$ cat src/rtl/pairing_serial_port_if.sv
// Pin-side serial channels and core-side operand/result buses of the pairing serial port.
// PAIRING_PORT_PARITY_EN adds the in_parity_err status line.
interface pairing_serial_port_if #(
    parameter int DATA_W = 198,
    parameter int LANES  = 1
);
    logic [LANES-1:0]  s_in;
    logic              s_in_valid;
    logic              s_in_ready;
    logic              in_full;
    logic              in_ack;
    logic              in_abort;
    logic [DATA_W-1:0] core_din;
    logic [DATA_W-1:0] core_dout;
    logic              capture;
    logic [LANES-1:0]  s_out;
    logic              s_out_valid;
    logic              s_out_ready;
    logic              out_overrun;
    logic              busy;
`ifdef PAIRING_PORT_PARITY_EN
    logic              in_parity_err;
`endif

    // master: the pins/core environment; slave: the port itself
    modport master (
        output s_in, s_in_valid, in_ack, in_abort, core_dout, capture, s_out_ready,
`ifdef PAIRING_PORT_PARITY_EN
        input  in_parity_err,
`endif
        input  s_in_ready, in_full, core_din, s_out, s_out_valid, out_overrun, busy
    );

    modport slave (
        input  s_in, s_in_valid, in_ack, in_abort, core_dout, capture, s_out_ready,
`ifdef PAIRING_PORT_PARITY_EN
        output in_parity_err,
`endif
        output s_in_ready, in_full, core_din, s_out, s_out_valid, out_overrun, busy
    );
endinterface

$ cat src/rtl/pairing_serial_port.sv
// Serial bridge between narrow pins and the wide pairing-core operand/result buses.
// Build option PAIRING_PORT_PARITY_EN appends an even-parity beat to each frame.
//
// state     | meaning
// IN_RECV   | shifting input beats into r_reg_in, s_in_ready high
// IN_FULL   | complete operand on core_din, waiting for in_ack
// OUT_IDLE  | no result frame in flight, waiting for capture
// OUT_SEND  | presenting r_reg_out beats on s_out until the final handshake
module pairing_serial_port #(
    parameter int DATA_W = 198,
    parameter int LANES  = 1
) (
    input  logic                   clk,
    input  logic                   reset,
    pairing_serial_port_if.slave   bus
);
    localparam int BEATS = (DATA_W + LANES - 1) / LANES;
    localparam int W_PAD = BEATS * LANES;
`ifdef PAIRING_PORT_PARITY_EN
    localparam int PAR_BEATS = 1;
`else
    localparam int PAR_BEATS = 0;
`endif
    localparam int F_BEATS = BEATS + PAR_BEATS;
    localparam int F_W     = F_BEATS * LANES;
    localparam int CNT_W   = $clog2(F_BEATS + 1);
    localparam logic [CNT_W-1:0] LAST_BEAT = CNT_W'(F_BEATS - 1);

    typedef enum logic { IN_RECV, IN_FULL } in_state_t;
    typedef enum logic { OUT_IDLE, OUT_SEND } out_state_t;

    in_state_t        r_in_state;
    logic [CNT_W-1:0] r_in_cnt;
    logic [F_W-1:0]   r_reg_in;
    logic             r_s_in_ready;
    logic             r_in_full;

    out_state_t       r_out_state;
    logic [CNT_W-1:0] r_out_cnt;
    logic [F_W-1:0]   r_reg_out;
    logic             r_s_out_valid;
    logic             r_out_overrun;

    logic             w_in_beat;
    logic [F_W-1:0]   w_in_next;
    logic             w_out_hs;
    logic             w_out_last;
    logic [F_W-1:0]   w_out_load;

    // New beat enters at the top; after a full frame the first beat sits at bit 0.
    assign w_in_beat = bus.s_in_valid & r_s_in_ready;
    assign w_in_next = (r_reg_in >> LANES) | (F_W'(bus.s_in) << (F_W - LANES));

    assign w_out_hs   = r_s_out_valid & bus.s_out_ready;
    assign w_out_last = w_out_hs & (r_out_cnt == LAST_BEAT);

`ifdef PAIRING_PORT_PARITY_EN
    logic r_in_parity_err;
    logic w_parity_bad;

    // Parity beat lands just above the padded data field, so it shifts out after the data.
    assign w_out_load   = F_W'(bus.core_dout) | (F_W'(^bus.core_dout) << W_PAD);
    assign w_parity_bad = (^w_in_next[DATA_W-1:0]) ^ w_in_next[W_PAD];
    assign bus.in_parity_err = r_in_parity_err;
`else
    assign w_out_load = F_W'(bus.core_dout);
`endif

    always_ff @(posedge clk) begin
        if (!reset) begin
            r_in_state   <= IN_RECV;
            r_in_cnt     <= '0;
            r_reg_in     <= '0;
            r_s_in_ready <= 1'b1;
            r_in_full    <= 1'b0;
`ifdef PAIRING_PORT_PARITY_EN
            r_in_parity_err <= 1'b0;
`endif
        end else if (bus.in_abort) begin
            r_in_state   <= IN_RECV;
            r_in_cnt     <= '0;
            r_reg_in     <= '0;
            r_s_in_ready <= 1'b1;
            r_in_full    <= 1'b0;
`ifdef PAIRING_PORT_PARITY_EN
            r_in_parity_err <= 1'b0;
`endif
        end else begin
            case (r_in_state)
                IN_RECV: begin
                    if (w_in_beat) begin
                        r_reg_in <= w_in_next;
                        if (r_in_cnt == LAST_BEAT) begin
                            r_in_cnt     <= '0;
                            r_in_state   <= IN_FULL;
                            r_s_in_ready <= 1'b0;
                            r_in_full    <= 1'b1;
`ifdef PAIRING_PORT_PARITY_EN
                            r_in_parity_err <= w_parity_bad;
`endif
                        end else begin
                            r_in_cnt <= r_in_cnt + 1'b1;
                        end
                    end
                end
                IN_FULL: begin
                    if (bus.in_ack) begin
                        r_in_state   <= IN_RECV;
                        r_s_in_ready <= 1'b1;
                        r_in_full    <= 1'b0;
`ifdef PAIRING_PORT_PARITY_EN
                        r_in_parity_err <= 1'b0;
`endif
                    end
                end
                default: begin
                    r_in_state   <= IN_RECV;
                    r_s_in_ready <= 1'b1;
                    r_in_full    <= 1'b0;
                end
            endcase
        end
    end

    always_ff @(posedge clk) begin
        if (!reset) begin
            r_out_state   <= OUT_IDLE;
            r_out_cnt     <= '0;
            r_reg_out     <= '0;
            r_s_out_valid <= 1'b0;
            r_out_overrun <= 1'b0;
        end else begin
            case (r_out_state)
                OUT_IDLE: begin
                    if (bus.capture) begin
                        r_reg_out     <= w_out_load;
                        r_out_cnt     <= '0;
                        r_out_state   <= OUT_SEND;
                        r_s_out_valid <= 1'b1;
                        r_out_overrun <= 1'b0;
                    end
                end
                OUT_SEND: begin
                    // A capture landing on the final handshake chains frames without a bubble.
                    if (bus.capture && w_out_last) begin
                        r_reg_out <= w_out_load;
                        r_out_cnt <= '0;
                    end else begin
                        if (bus.capture) begin
                            r_out_overrun <= 1'b1;
                        end
                        if (w_out_hs) begin
                            r_reg_out <= r_reg_out >> LANES;
                            if (w_out_last) begin
                                r_out_cnt     <= '0;
                                r_out_state   <= OUT_IDLE;
                                r_s_out_valid <= 1'b0;
                            end else begin
                                r_out_cnt <= r_out_cnt + 1'b1;
                            end
                        end
                    end
                end
                default: begin
                    r_out_state   <= OUT_IDLE;
                    r_s_out_valid <= 1'b0;
                end
            endcase
        end
    end

    assign bus.s_in_ready  = r_s_in_ready;
    assign bus.in_full     = r_in_full;
    assign bus.core_din    = r_reg_in[DATA_W-1:0];
    assign bus.s_out       = r_reg_out[LANES-1:0];
    assign bus.s_out_valid = r_s_out_valid;
    assign bus.out_overrun = r_out_overrun;
    assign bus.busy        = (r_in_cnt != '0) | (r_out_state == OUT_SEND);
endmodule

$ cat src/flat_wrapper.sv
// flat-port wrapper written by rule: the top's interface ports become plain ports
module pairing_serial_port_flat 
#(
    parameter int DATA_W = 198,
    parameter int LANES  = 1
)
  (clk, reset, bus_s_in, bus_s_in_valid, bus_in_ack, bus_in_abort, bus_core_dout, bus_capture, bus_s_out_ready, bus_s_in_ready, bus_in_full, bus_core_din, bus_s_out, bus_s_out_valid, bus_out_overrun, bus_busy);
  pairing_serial_port_if #(.DATA_W(DATA_W), .LANES(LANES)) bus_i ();
  input  logic clk;
  input  logic reset;
  input wire logic [$bits(bus_i.s_in)-1:0] bus_s_in;
  input wire logic [$bits(bus_i.s_in_valid)-1:0] bus_s_in_valid;
  input wire logic [$bits(bus_i.in_ack)-1:0] bus_in_ack;
  input wire logic [$bits(bus_i.in_abort)-1:0] bus_in_abort;
  input wire logic [$bits(bus_i.core_dout)-1:0] bus_core_dout;
  input wire logic [$bits(bus_i.capture)-1:0] bus_capture;
  input wire logic [$bits(bus_i.s_out_ready)-1:0] bus_s_out_ready;
  output wire logic [$bits(bus_i.s_in_ready)-1:0] bus_s_in_ready;
  output wire logic [$bits(bus_i.in_full)-1:0] bus_in_full;
  output wire logic [$bits(bus_i.core_din)-1:0] bus_core_din;
  output wire logic [$bits(bus_i.s_out)-1:0] bus_s_out;
  output wire logic [$bits(bus_i.s_out_valid)-1:0] bus_s_out_valid;
  output wire logic [$bits(bus_i.out_overrun)-1:0] bus_out_overrun;
  output wire logic [$bits(bus_i.busy)-1:0] bus_busy;
  assign bus_i.s_in = bus_s_in;
  assign bus_i.s_in_valid = bus_s_in_valid;
  assign bus_i.in_ack = bus_in_ack;
  assign bus_i.in_abort = bus_in_abort;
  assign bus_i.core_dout = bus_core_dout;
  assign bus_i.capture = bus_capture;
  assign bus_i.s_out_ready = bus_s_out_ready;
  assign bus_s_in_ready = bus_i.s_in_ready;
  assign bus_in_full = bus_i.in_full;
  assign bus_core_din = bus_i.core_din;
  assign bus_s_out = bus_i.s_out;
  assign bus_s_out_valid = bus_i.s_out_valid;
  assign bus_out_overrun = bus_i.out_overrun;
  assign bus_busy = bus_i.busy;
  pairing_serial_port #(.DATA_W(DATA_W), .LANES(LANES)) u_core (.clk(clk), .reset(reset), .bus(bus_i));
endmodule
$ cat config.mk
export PLATFORM = sky130hd
export DESIGN_NAME = pairing_serial_port_flat
export DESIGN_NICKNAME = d
export VERILOG_FILES = /design/src/rtl/pairing_serial_port_if.sv /design/src/rtl/pairing_serial_port.sv /design/src/flat_wrapper.sv
export SDC_FILE = /design/constraint.sdc
export NUM_CORES = 1
export LEC_CHECK = 0
export ABC_AREA = 1
export ABC_CLOCK_PERIOD_IN_PS = 2040
export CAP_MARGIN = 5
export CORE_MARGIN = 5
export CORE_UTILIZATION = 45
export CTS_CLUSTER_DIAMETER = 80
export CTS_CLUSTER_SIZE = 40
export DETAILED_ROUTE_END_ITERATION = 10
export DONT_BUFFER_PORTS = 1
export HOLD_SLACK_MARGIN = 0.03
export PLACE_DENSITY = 0.63
export SYNTH_ARGS = -nofsm -noshare
export SYNTH_HDL_FRONTEND = slang
export SYNTH_SLANG_ARGS = --single-unit
$ cat constraint.sdc
create_clock -name clk -period 2.04 [get_ports clk]
set_input_delay 0.204 -clock clk [delete_from_list [all_inputs] [get_ports clk]]
set_output_delay 0.204 -clock clk [all_outputs]
set_load 0.1 [all_outputs]
==> impl_metrics.yaml, run 1 <==
synthesis:
  yosysTopAreaCellShare_pct: 42.8
  synth_seq_cells: 418
  ys_seq_area_share_pct: 42.8
  syn-cell-area_um2: 19500
  yosysTopAreaCell: "dfxtp_1"
  synth_nets: 2949
  ys_warn_count: 0
  syn_inst: 2738
  ys_top_cells_by_area: "dfxtp_1 43%, nand3_1 13%, o21ai_0 10%"
  synth_cell_types: 30
  syn-mean-instance-area_um2: 7.14
clocking:
  cts_buffers: 28
  clk_latency_ns: 0.59
  clock_tree.root_cell: "clkbuf_16"
  clock_path_buffers: 3
  cts_sinks: 418
  cts_htree_levels: 1
  cts.clk_slew.worst_paths_ns: 0.11
  cts_tree: "built"
global_routing:
  grt_pass1_vias: 17500
  grt_antenna_before_repair: 5
  grt_start_max_net_pins: 202
  grt-ovfl-total: 0
  grt_pass1_wl_um: 90700
  grt_usage_pct: 22.4
timing:
  rsz0062_at_grt: "true"
  final-hold-violation-count: 0
  min_period_ns: 1.96
  setup_viol: 0
  tightest_slew_ns: 0.668
  setup_tns_ns: 0
  slew_headroom_pct: 55.4
  finalCritPeriodShare_pct: 96.2
  fin_skew_ns: 0.0297
  clock.fmax_mhz: 510
  drv_slew: 0
routing:
  drcViolationCount: 0
  drt_wl_total_um: 58700
  antenna_left: 0
  drtIter0Drc: 1764
  post_drt_wl_per_cell_um: 16.0
  dr_total_vias: 19000
  drtPass1Iterations: 6
  vias_per_cell: 5.18
layout:
  nets: 3269
  multi_input_area_um2: 8260
  synthToLayoutAreaGrowth_pct: 27.6
  fin_util_pct: 58.0
  drive_gt1_share_pct: 14.8
  ff_latch_area_um2: 8370
  fillers: 3800
floorplan:
  io_pins: 410
  initial_core_util_pct: 45.5
  die_w_um: 218
  coreArea_um2: 43000
  die_area_um2: 47700
  core.rowCount: 76
  die_h_um: 218
worst_setup_path:
  criticalPathCategory: "reg2out"
  end_kind: "output port"
  arrival_ns: 1.76
  cp.required_ns: 1.84
  setup.worst_path.start_class: "flop"
  cp_max_fo: 6
placement:
  gp_congestion: 0.815
  dpl.hpwl_um: 35500
  port_buffers: 0
power:
  p_per_area_nw_per_um2: 772
  p_leak_nw: 12.5
  peakVddDrop_v: 0.000750
flow_run:
  max_cap_viol_count: 0
outcome:
  status: "finished, final reports clean"
min_path:
  hp-class: "in2reg"
## critical path: stages (launching register included)
cell     delay, ns
dfxtp_4       0.40
buf_4         0.17
nor3_1        0.20
nand4_1       0.19
buf_12        0.22
## cell usage after synthesis
master / instances
buf_6: 11
ha_1: 5
o21ai_1: 1
nand2_4: 2
inv_1: 453
dfxtp_1: 418
nand4_4: 1
nor2_1: 277
xor2_1: 1
nand2_1: 243
buf_1: 7
inv_2: 4
nand4_1: 5
nand3_1: 505
nor2_2: 4
o21ai_0: 398
buf_4: 17
o221ai_1: 1
clkinv_1: 1
nor3_1: 5
buf_12: 9
nand2_2: 3
nand3_2: 100
nor3_2: 2
buf_8: 5
and3_1: 1
clkbuf_1: 95
a21oi_1: 86
buf_2: 76
nor2_4: 2
## per-layer routing
metal,routed length [µm],global-route usage (%),vias to the layer above
met5,13,0,-
met4,1810,5.63,2
met3,5640,7.62,132
met2,27800,37.5,765
met1,23500,27.8,8735
li1,-,-,9369
## final cells by class
type	instances	share of cell area, %
Antenna cell	6	0.0602
Clock inverter	22	1.14
Sequential cell	418	33.6
Tap cell	585	2.94
Clock buffer	30	2.97
Inverter	458	6.92
Multi-Input combinational cell	1643	33.1
Timing Repair Buffer	509	19.2
## power breakdown
group	leakage, nW	internal [W]	switching [W]	total, W
registers	3.43	0.00865	0.000235	0.00888
logic	8.61	0.00131	0.00269	0.00400
clock network	0.502	0.00290	0.00345	0.00635
## registers in the layout, indices dropped and copies added (netlist names)
name / count
u_core.bus.core_din: 198
u_core.bus.in_full: 1
u_core.bus.out_overrun: 1
u_core.bus.s_in_ready: 1
u_core.bus.s_out_valid: 1
u_core.r_in_cnt: 8
u_core.r_in_state: 1
u_core.r_out_cnt: 8
u_core.r_out_state: 1
u_core.r_reg_out: 198
## per-stage QoR
step / setup WS (ns) / cells / hold slack, ns / instance area [µm²] / power [W]
3_3_place_gp: 0.216 / 3365 / 0.369 / 21400 / 0.0124
3_5_place_dp: 0.160 / 3365 / 0.352 / 21400 / 0.0125
2_1_floorplan: 0.000646 / 2738 / 0.363 / 19600 / 0.0119
5_1_grt: -0.0105 / 3669 / 0.0607 / 24900 / 0.0202
4_1_cts: 0.0547 / 3619 / -0.230 / 24400 / 0.0192
6_report: 0.0778 / 3671 / 0.0651 / 24900 / 0.0192
## final timing paths
check / startpoint / to / slack [ns] / cells after the start
max: u_core.r_out_state$_SDFF_PN0_ / bus_busy / 0.08 / 4
min: bus_s_in_valid / u_core.r_in_cnt[0]$_SDFFE_PP0P_ / 0.07 / 4
max reg2reg: u_core.bus.s_out_valid$_SDFFE_PN0P_ / u_core.r_reg_out[81]$_SDFFE_PN0P_ / 0.12 / 10
min reg2reg: u_core.bus.core_din[152]$_SDFFE_PP0P_ / u_core.bus.core_din[151]$_SDFFE_PP0P_ / 0.48 / 2
## layout by cell type (no fill, tap or decap), types with 2 or more instances in the layout
cell             n
nand3_2        100
nor3_1           5
dfxtp_2          2
clkinv_4         2
nor3_2           2
buf_16           2
dfxtp_1        415
buf_12          28
nand2_1        241
ha_1             5
nand3_4          2
inv_6            6
inv_2            4
inv_8            8
o21ai_1          2
nor2_2           3
nor2_1         276
nor2_4           4
dlygate4sd3_1  232
nand2_2          3
clkbuf_16       29
nand2_4          3
nand3_1        503
nand4_1          5
o21ai_0        397
nand2_8          2
inv_1          453
buf_4          247
a21oi_1         86
diode_2          6
inv_12           2
clkinv_16        2
## kinds of logic after synthesis
logic type / after synthesis / share of synthesized area (%)
xor gates and xnor gates: 1 / 0.0448
adders and majority gates: 5 / 0.320
DFF: 418 / 42.8
and+or+nand+nor: 1150 / 29.0
AOI/OAI and AO/OA: 486 / 12.5
buffers and inverters: 678 / 15.3
## what timing repair did
item	in CTS	in global routing
setup buffers	0	13
setup endpoints to repair	0	30
hold buffers	202	32
gates resized for setup	0	6
endpoints found under the hold margin	235	99
No activity file was read; power rests on OpenSTA's default activity.
==> run 2: changes to the inputs <==
--- a/config.mk
+++ b/config.mk
@@ -11,11 +11,11 @@
 export CORE_MARGIN = 5
 export CORE_UTILIZATION = 45
 export CTS_CLUSTER_DIAMETER = 80
-export CTS_CLUSTER_SIZE = 40
+export CTS_CLUSTER_SIZE = 25
 export DETAILED_ROUTE_END_ITERATION = 10
 export DONT_BUFFER_PORTS = 1
 export HOLD_SLACK_MARGIN = 0.03
-export PLACE_DENSITY = 0.63
+export PLACE_DENSITY = 0.69
 export SYNTH_ARGS = -nofsm -noshare
 export SYNTH_HDL_FRONTEND = slang
 export SYNTH_SLANG_ARGS = --single-unit
==> impl_metrics.yaml, run 2 (synthesized netlist as in run 1, its figures left out) <==
clocking:
  cts_htree_levels: 1
  clk_latency_ns: 0.58
  clock_tree.root_cell: "clkbuf_16"
  cts.clk_slew.worst_paths_ns: 0.09
  clock_path_buffers: 3
  cts_sinks: 418
  cts_tree: "built"
  cts_buffers: 25
worst_setup_path:
  cp_cell_sequence: "inv_1 > nand2_1 > nor3_2 > nand4_1 > buf_12"
  cp_slowest_cell: "dfxtp_1"
  setup.worst_path.start_class: "flop"
  arrival_ns: 1.71
  cp_max_fo: 5
  cp_slowest_stage_delay_ns: 0.36
  criticalPathCategory: "reg2out"
  end_kind: "output port"
  cp.required_ns: 1.84
routing:
  drcViolationCount: 0
  drt_wl_total_um: 59100
  antenna_left: 0
  dr_total_vias: 19200
  vias_per_cell: 5.33
  drtPass1Iterations: 6
  drtIter0Drc: 2346
  post_drt_wl_per_cell_um: 16.4
placement:
  gp_congestion: 0.836
  port_buffers: 0
  dpl.hpwl_um: 34600
  dpl_worst_slack_ns: 0.189
  place_area_um2: 21200
power:
  p_per_area_nw_per_um2: 753
  finalPower_w: 0.0183
  peakVddDrop_v: 0.000765
  p_leak_nw: 12.2
timing:
  fin_skew_ns: 0.0287
  min_period_ns: 1.92
  slew_headroom_pct: 37.4
  drv_slew: 0
  final-hold-violation-count: 0
  rsz0062_at_grt: "false"
  setup_viol: 0
  tightest_slew_ns: 0.938
  finalCritPeriodShare_pct: 93.9
  clock.fmax_mhz: 522
  fin_ws_ns: 0.124
  setup_tns_ns: 0
layout:
  stdcell_area_um2: 24300
  synthToLayoutAreaGrowth_pct: 24.3
  drive_gt1_share_pct: 13.7
  final_common_cell: "nand3_1"
  fillers: 3740
  mostFrequentLayoutCells: "504 x nand3_1, 453 x inv_1, 415 x dfxtp_1"
  nets: 3223
floorplan:
  initial_core_util_pct: 45.5
  die_h_um: 218
  die_area_um2: 47700
  core.rowCount: 76
  coreArea_um2: 43000
  io_pins: 410
  die_w_um: 218
global_routing:
  grt_pass1_wl_um: 90100
  grt_usage_pct: 22.2
  grt_antenna_before_repair: 0
  grt_pass1_vias: 17800
  grt-ovfl-total: 0
  grt_start_max_net_pins: 202
flow_run:
  max_cap_viol_count: 0
min_path:
  hp-class: "in2reg"
outcome:
  status: "finished, final reports clean"
==> run 2: changes by cell type in the layout (fill, tap and decap cells not counted), moves of 4 or more <==
cell | before | now
inv_8 | 8 | 0
diode_2 | 6 | 1
dlygate4sd3_1 | 232 | 215
buf_4 | 247 | 224
clkbuf_16 | 29 | 25
clkinv_8 | 1 | 5
inv_6 | 6 | 2
==> run 2: stage by stage <==
stage / hold slack [ns] / cells / utilization, %
CTS: -0.220 / 3576 / 55.6
global route: 0.128 / 3610 / 56.5
global placement: 0.347 / 3350 / 49.4
floorplan: 0.363 / 2738 / -
detailed placement: 0.355 / 3350 / 49.4
finish: 0.106 / 3611 / 56.5
==> run 2: metal layers <==
metal | global-route usage (%) | up-vias | part of all wire [%]
met4 | 6.78 | 0 | 3.7
met3 | 7.69 | 175 | 11
li1 | - | 9259 | -
met2 | 37.0 | 953 | 47
met5 | 0 | - | 0
met1 | 27.0 | 8855 | 38
==> run 2: critical path: cells and delay by family (launching register included) <==
kind	cells	cell delay, ns
flip-flops	1	0.36
buffers and inverters	2	0.33
AND/OR/NAND/NOR	3	0.46
==> run 2: cell type report <==
type                            instances  area, µm²  area share, %
Tap cell                              585        732           3.01
Inverter                              458       1720           7.10
Sequential cell                       418       8370           34.5
Multi-Input combinational cell       1643       8250           34.0
Clock buffer                           27        633           2.61
Clock inverter                         13        173          0.711
Timing Repair Buffer                  466       4390           18.1
Antenna cell                            1       2.50         0.0103
==> run 2: where the power goes <==
group	total, W	leakage, nW	switching [W]	internal, W
Combinational	0.00393	8.42	0.00271	0.00123
Clock	0.00547	0.386	0.00307	0.00239
Sequential	0.00889	3.43	0.000241	0.00865
==> run 2: path summary, 6_finish.rpt <==
check,slack [ns],endpoint,depth (start not counted),startpoint
setup / recovery,0.12,bus_busy,5,u_core.r_in_cnt[4]$_SDFFE_PP0P_
hold / removal,0.11,u_core.r_out_cnt[7]$_SDFFE_PN0P_,6,bus_s_out_ready
setup reg to reg,0.13,u_core.r_reg_out[30]$_SDFFE_PN0P_,6,u_core.r_out_state$_SDFF_PN0_
hold reg to reg,0.48,u_core.bus.core_din[191]$_SDFFE_PP0P_,2,u_core.bus.core_din[192]$_SDFFE_PP0P_
==> run 2: what timing repair did <==
action | 4_1_cts | 5_1_grt
resized for setup | 0 | 2
endpoints found under the setup margin | 0 | 8
hold buffers | 186 | 31
buffers inserted | 0 | 2
endpoints found under the hold margin | 273 | 142
==> run 3: changes to the inputs <==
--- a/config.mk
+++ b/config.mk
@@ -7,7 +7,7 @@
 export LEC_CHECK = 0
 export ABC_AREA = 1
 export ABC_CLOCK_PERIOD_IN_PS = 2040
-export CAP_MARGIN = 5
+export CAP_MARGIN = 20
 export CORE_MARGIN = 5
 export CORE_UTILIZATION = 45
 export CTS_CLUSTER_DIAMETER = 80
@@ -16,6 +16,7 @@
 export DONT_BUFFER_PORTS = 1
 export HOLD_SLACK_MARGIN = 0.03
 export PLACE_DENSITY = 0.69
+export SLEW_MARGIN = 20
 export SYNTH_ARGS = -nofsm -noshare
 export SYNTH_HDL_FRONTEND = slang
 export SYNTH_SLANG_ARGS = --single-unit
==> results of run 3 <==
The final DEF is identical to that of run 2; final timing and power are the same.
==> variant, RTL diff (settings of run 3) <==
`DATA_W` is set to 198 in 3 places; all go to 99.
--- a/src/rtl/pairing_serial_port_if.sv
+++ b/src/rtl/pairing_serial_port_if.sv
@@ -1,7 +1,7 @@
 // Pin-side serial channels and core-side operand/result buses of the pairing serial port.
 // PAIRING_PORT_PARITY_EN adds the in_parity_err status line.
 interface pairing_serial_port_if #(
-    parameter int DATA_W = 198,
+    parameter int DATA_W = 99,
     parameter int LANES  = 1
 );
     logic [LANES-1:0]  s_in;
--- a/src/rtl/pairing_serial_port.sv
+++ b/src/rtl/pairing_serial_port.sv
@@ -7,7 +7,7 @@
 // OUT_IDLE  | no result frame in flight, waiting for capture
 // OUT_SEND  | presenting r_reg_out beats on s_out until the final handshake
 module pairing_serial_port #(
-    parameter int DATA_W = 198,
+    parameter int DATA_W = 99,
     parameter int LANES  = 1
 ) (
     input  logic                   clk,
--- a/src/flat_wrapper.sv
+++ b/src/flat_wrapper.sv
@@ -1,7 +1,7 @@
 // flat-port wrapper written by rule: the top's interface ports become plain ports
 module pairing_serial_port_flat 
 #(
-    parameter int DATA_W = 198,
+    parameter int DATA_W = 99,
     parameter int LANES  = 1
 )
   (clk, reset, bus_s_in, bus_s_in_valid, bus_in_ack, bus_in_abort, bus_core_dout, bus_capture, bus_s_out_ready, bus_s_in_ready, bus_in_full, bus_core_din, bus_s_out, bus_s_out_valid, bus_out_overrun, bus_busy);
Ports: changed (resized bus_core_din and bus_core_dout); port bits go from 410 to 212. The function was not compared with the original's and may differ.
==> variant against run 3 <==
- clock skew shrank 7.7 ps
- die area shrank 47%
- utilization grew 0.65 points
- final cell count shrank 49%
- count of clock-buffer cells in the layout shrank 11
- sequential share of layout area grew 0.54 points
- setup slack gained 56 ps
- wire length shrank 56%
- critical path depth grew 2
- sequential power shrank 48%
- design area shrank 49%
- synthesized area shrank 49%
- sequential cell count shrank 200
- power shrank 48%
- largest power group unchanged
==> variant: results (changes against run 3) <==
[run_status]
status = finished, final reports clean

[critical_path]
critPathMaxFanout = 4  ; -1
worstPathArrival_ps = 2240  ; +530 ps
slowest_delay_ps = 580  ; +220 ps

[cts]
cts_buffers = 14  ; -44%

[place]
place_ws_ps = 292  ; +103 ps
placed_area_mm2 = 0.0109  ; -49%

[global_route]
grt_antenna_before_repair = 2  ; +2
groute.usage.overall_pct = 19.8  ; -2.4 points
grt_max_degree = 103  ; -49%
grt_pass1_vias = 8913  ; -50%
use_met1_pct = 25.2  ; -1.9 points
grt_first_pass_wirelength_um = 44000  ; -51%

[synthesis]
synth_cell_types = 27  ; -10%
synth_seq_cells = 218  ; -48%
synthTopCellsByArea = dfxtp_1 (44%), nand3_1 (10%), o21ai_0 (9.8%)
seq_area_frac_synth_pct = 43.8  ; +1.0 points
synth_top_cells_by_count = inv_1 (228), dfxtp_1 (218), nand3_1 (198)

[layout]
clk_share_pct = 3.56  ; +0.24 points
fin_cells = 1856  ; -49%
finalNetCount = 1681  ; -48%
buffers = 237  ; -49%
seqCellArea_mm2 = 0.00437  ; -48%
nMultiInputCombCells = 865  ; -47%

[power_and_ir_drop]
leakagePower_nw = 5.80  ; -53%
swShare_pct = 31.7  ; -1.3 points

[routing]
drt_iter0_markers = 718  ; -69%
drt_wl_total_um = 26000  ; -56%
vias_per_cell = 5.04  ; -5.4%

[timing]
finalClockSkew_ps = 21.1  ; -7.65 ps
slew_headroom_pct = 64.3  ; +27 points

-- variant: worst max-delay path: cells and delay by family, from the launching register on --
family        cells  cell delay [ps]
buf+inv           2              890
simple gates      5              520
flops             1              360
-- variant: path summary, 6_finish.rpt --
| kind | slack, ps | end | cells past startpoint | start |
|---|---|---|---|---|
| setup / recovery | 180 | u_core.bus.s_in_ready | 7 | u_core.bus.s_in_ready |
| hold / removal | 70 | u_core.r_reg_out[34] | 4 | bus_core_dout[34] |
| setup reg to reg | 180 | u_core.bus.s_in_ready | 7 | u_core.bus.s_in_ready |
| hold reg to reg | 510 | u_core.bus.core_din[7] | 2 | u_core.bus.core_din[7] |
-- variant: cell families (layout without fill, tap and decap cells) --
kind of cell | count (synthesis) | in the layout | share of synthesized area (%)
flops | 218 | 218 | 43.8
buf+inv | 341 | 491 | 14.4
other cells | 0 | 2 | 0
fa+ha+maj | 5 | 5 | 0.628
compound gates | 343 | 343 | 17.7
simple gates | 513 | 513 | 23.1
xor+xnor | 4 | 4 | 0.352
-- variant: power groups by stage --
stage	clock (mW)	sequential, mW	combinational (mW)
after floorplan	0	5.23	0.934
after global placement	0	4.72	1.75
after detailed placement	0	4.72	1.78
after CTS	3.09	4.63	1.97
after global routing	3.23	4.66	2.18
final	2.99	4.63	1.97
-- variant: what timing repair did --
item	4_1_cts	5_1_grt
setup buffers	0	2
endpoints found under the setup margin	0	1
endpoints found under the hold margin	119	0
hold buffers	106	0
resized for setup	0	1
-- variant: routing by layer --
| metal | share of wire [%] | routed length (um) |
|---|---|---|
| met1 | 42 | 11000 |
| met2 | 46 | 11900 |
| met3 | 9.0 | 2340 |
| met4 | 2.8 | 716 |
| met5 | 0 | 0 |
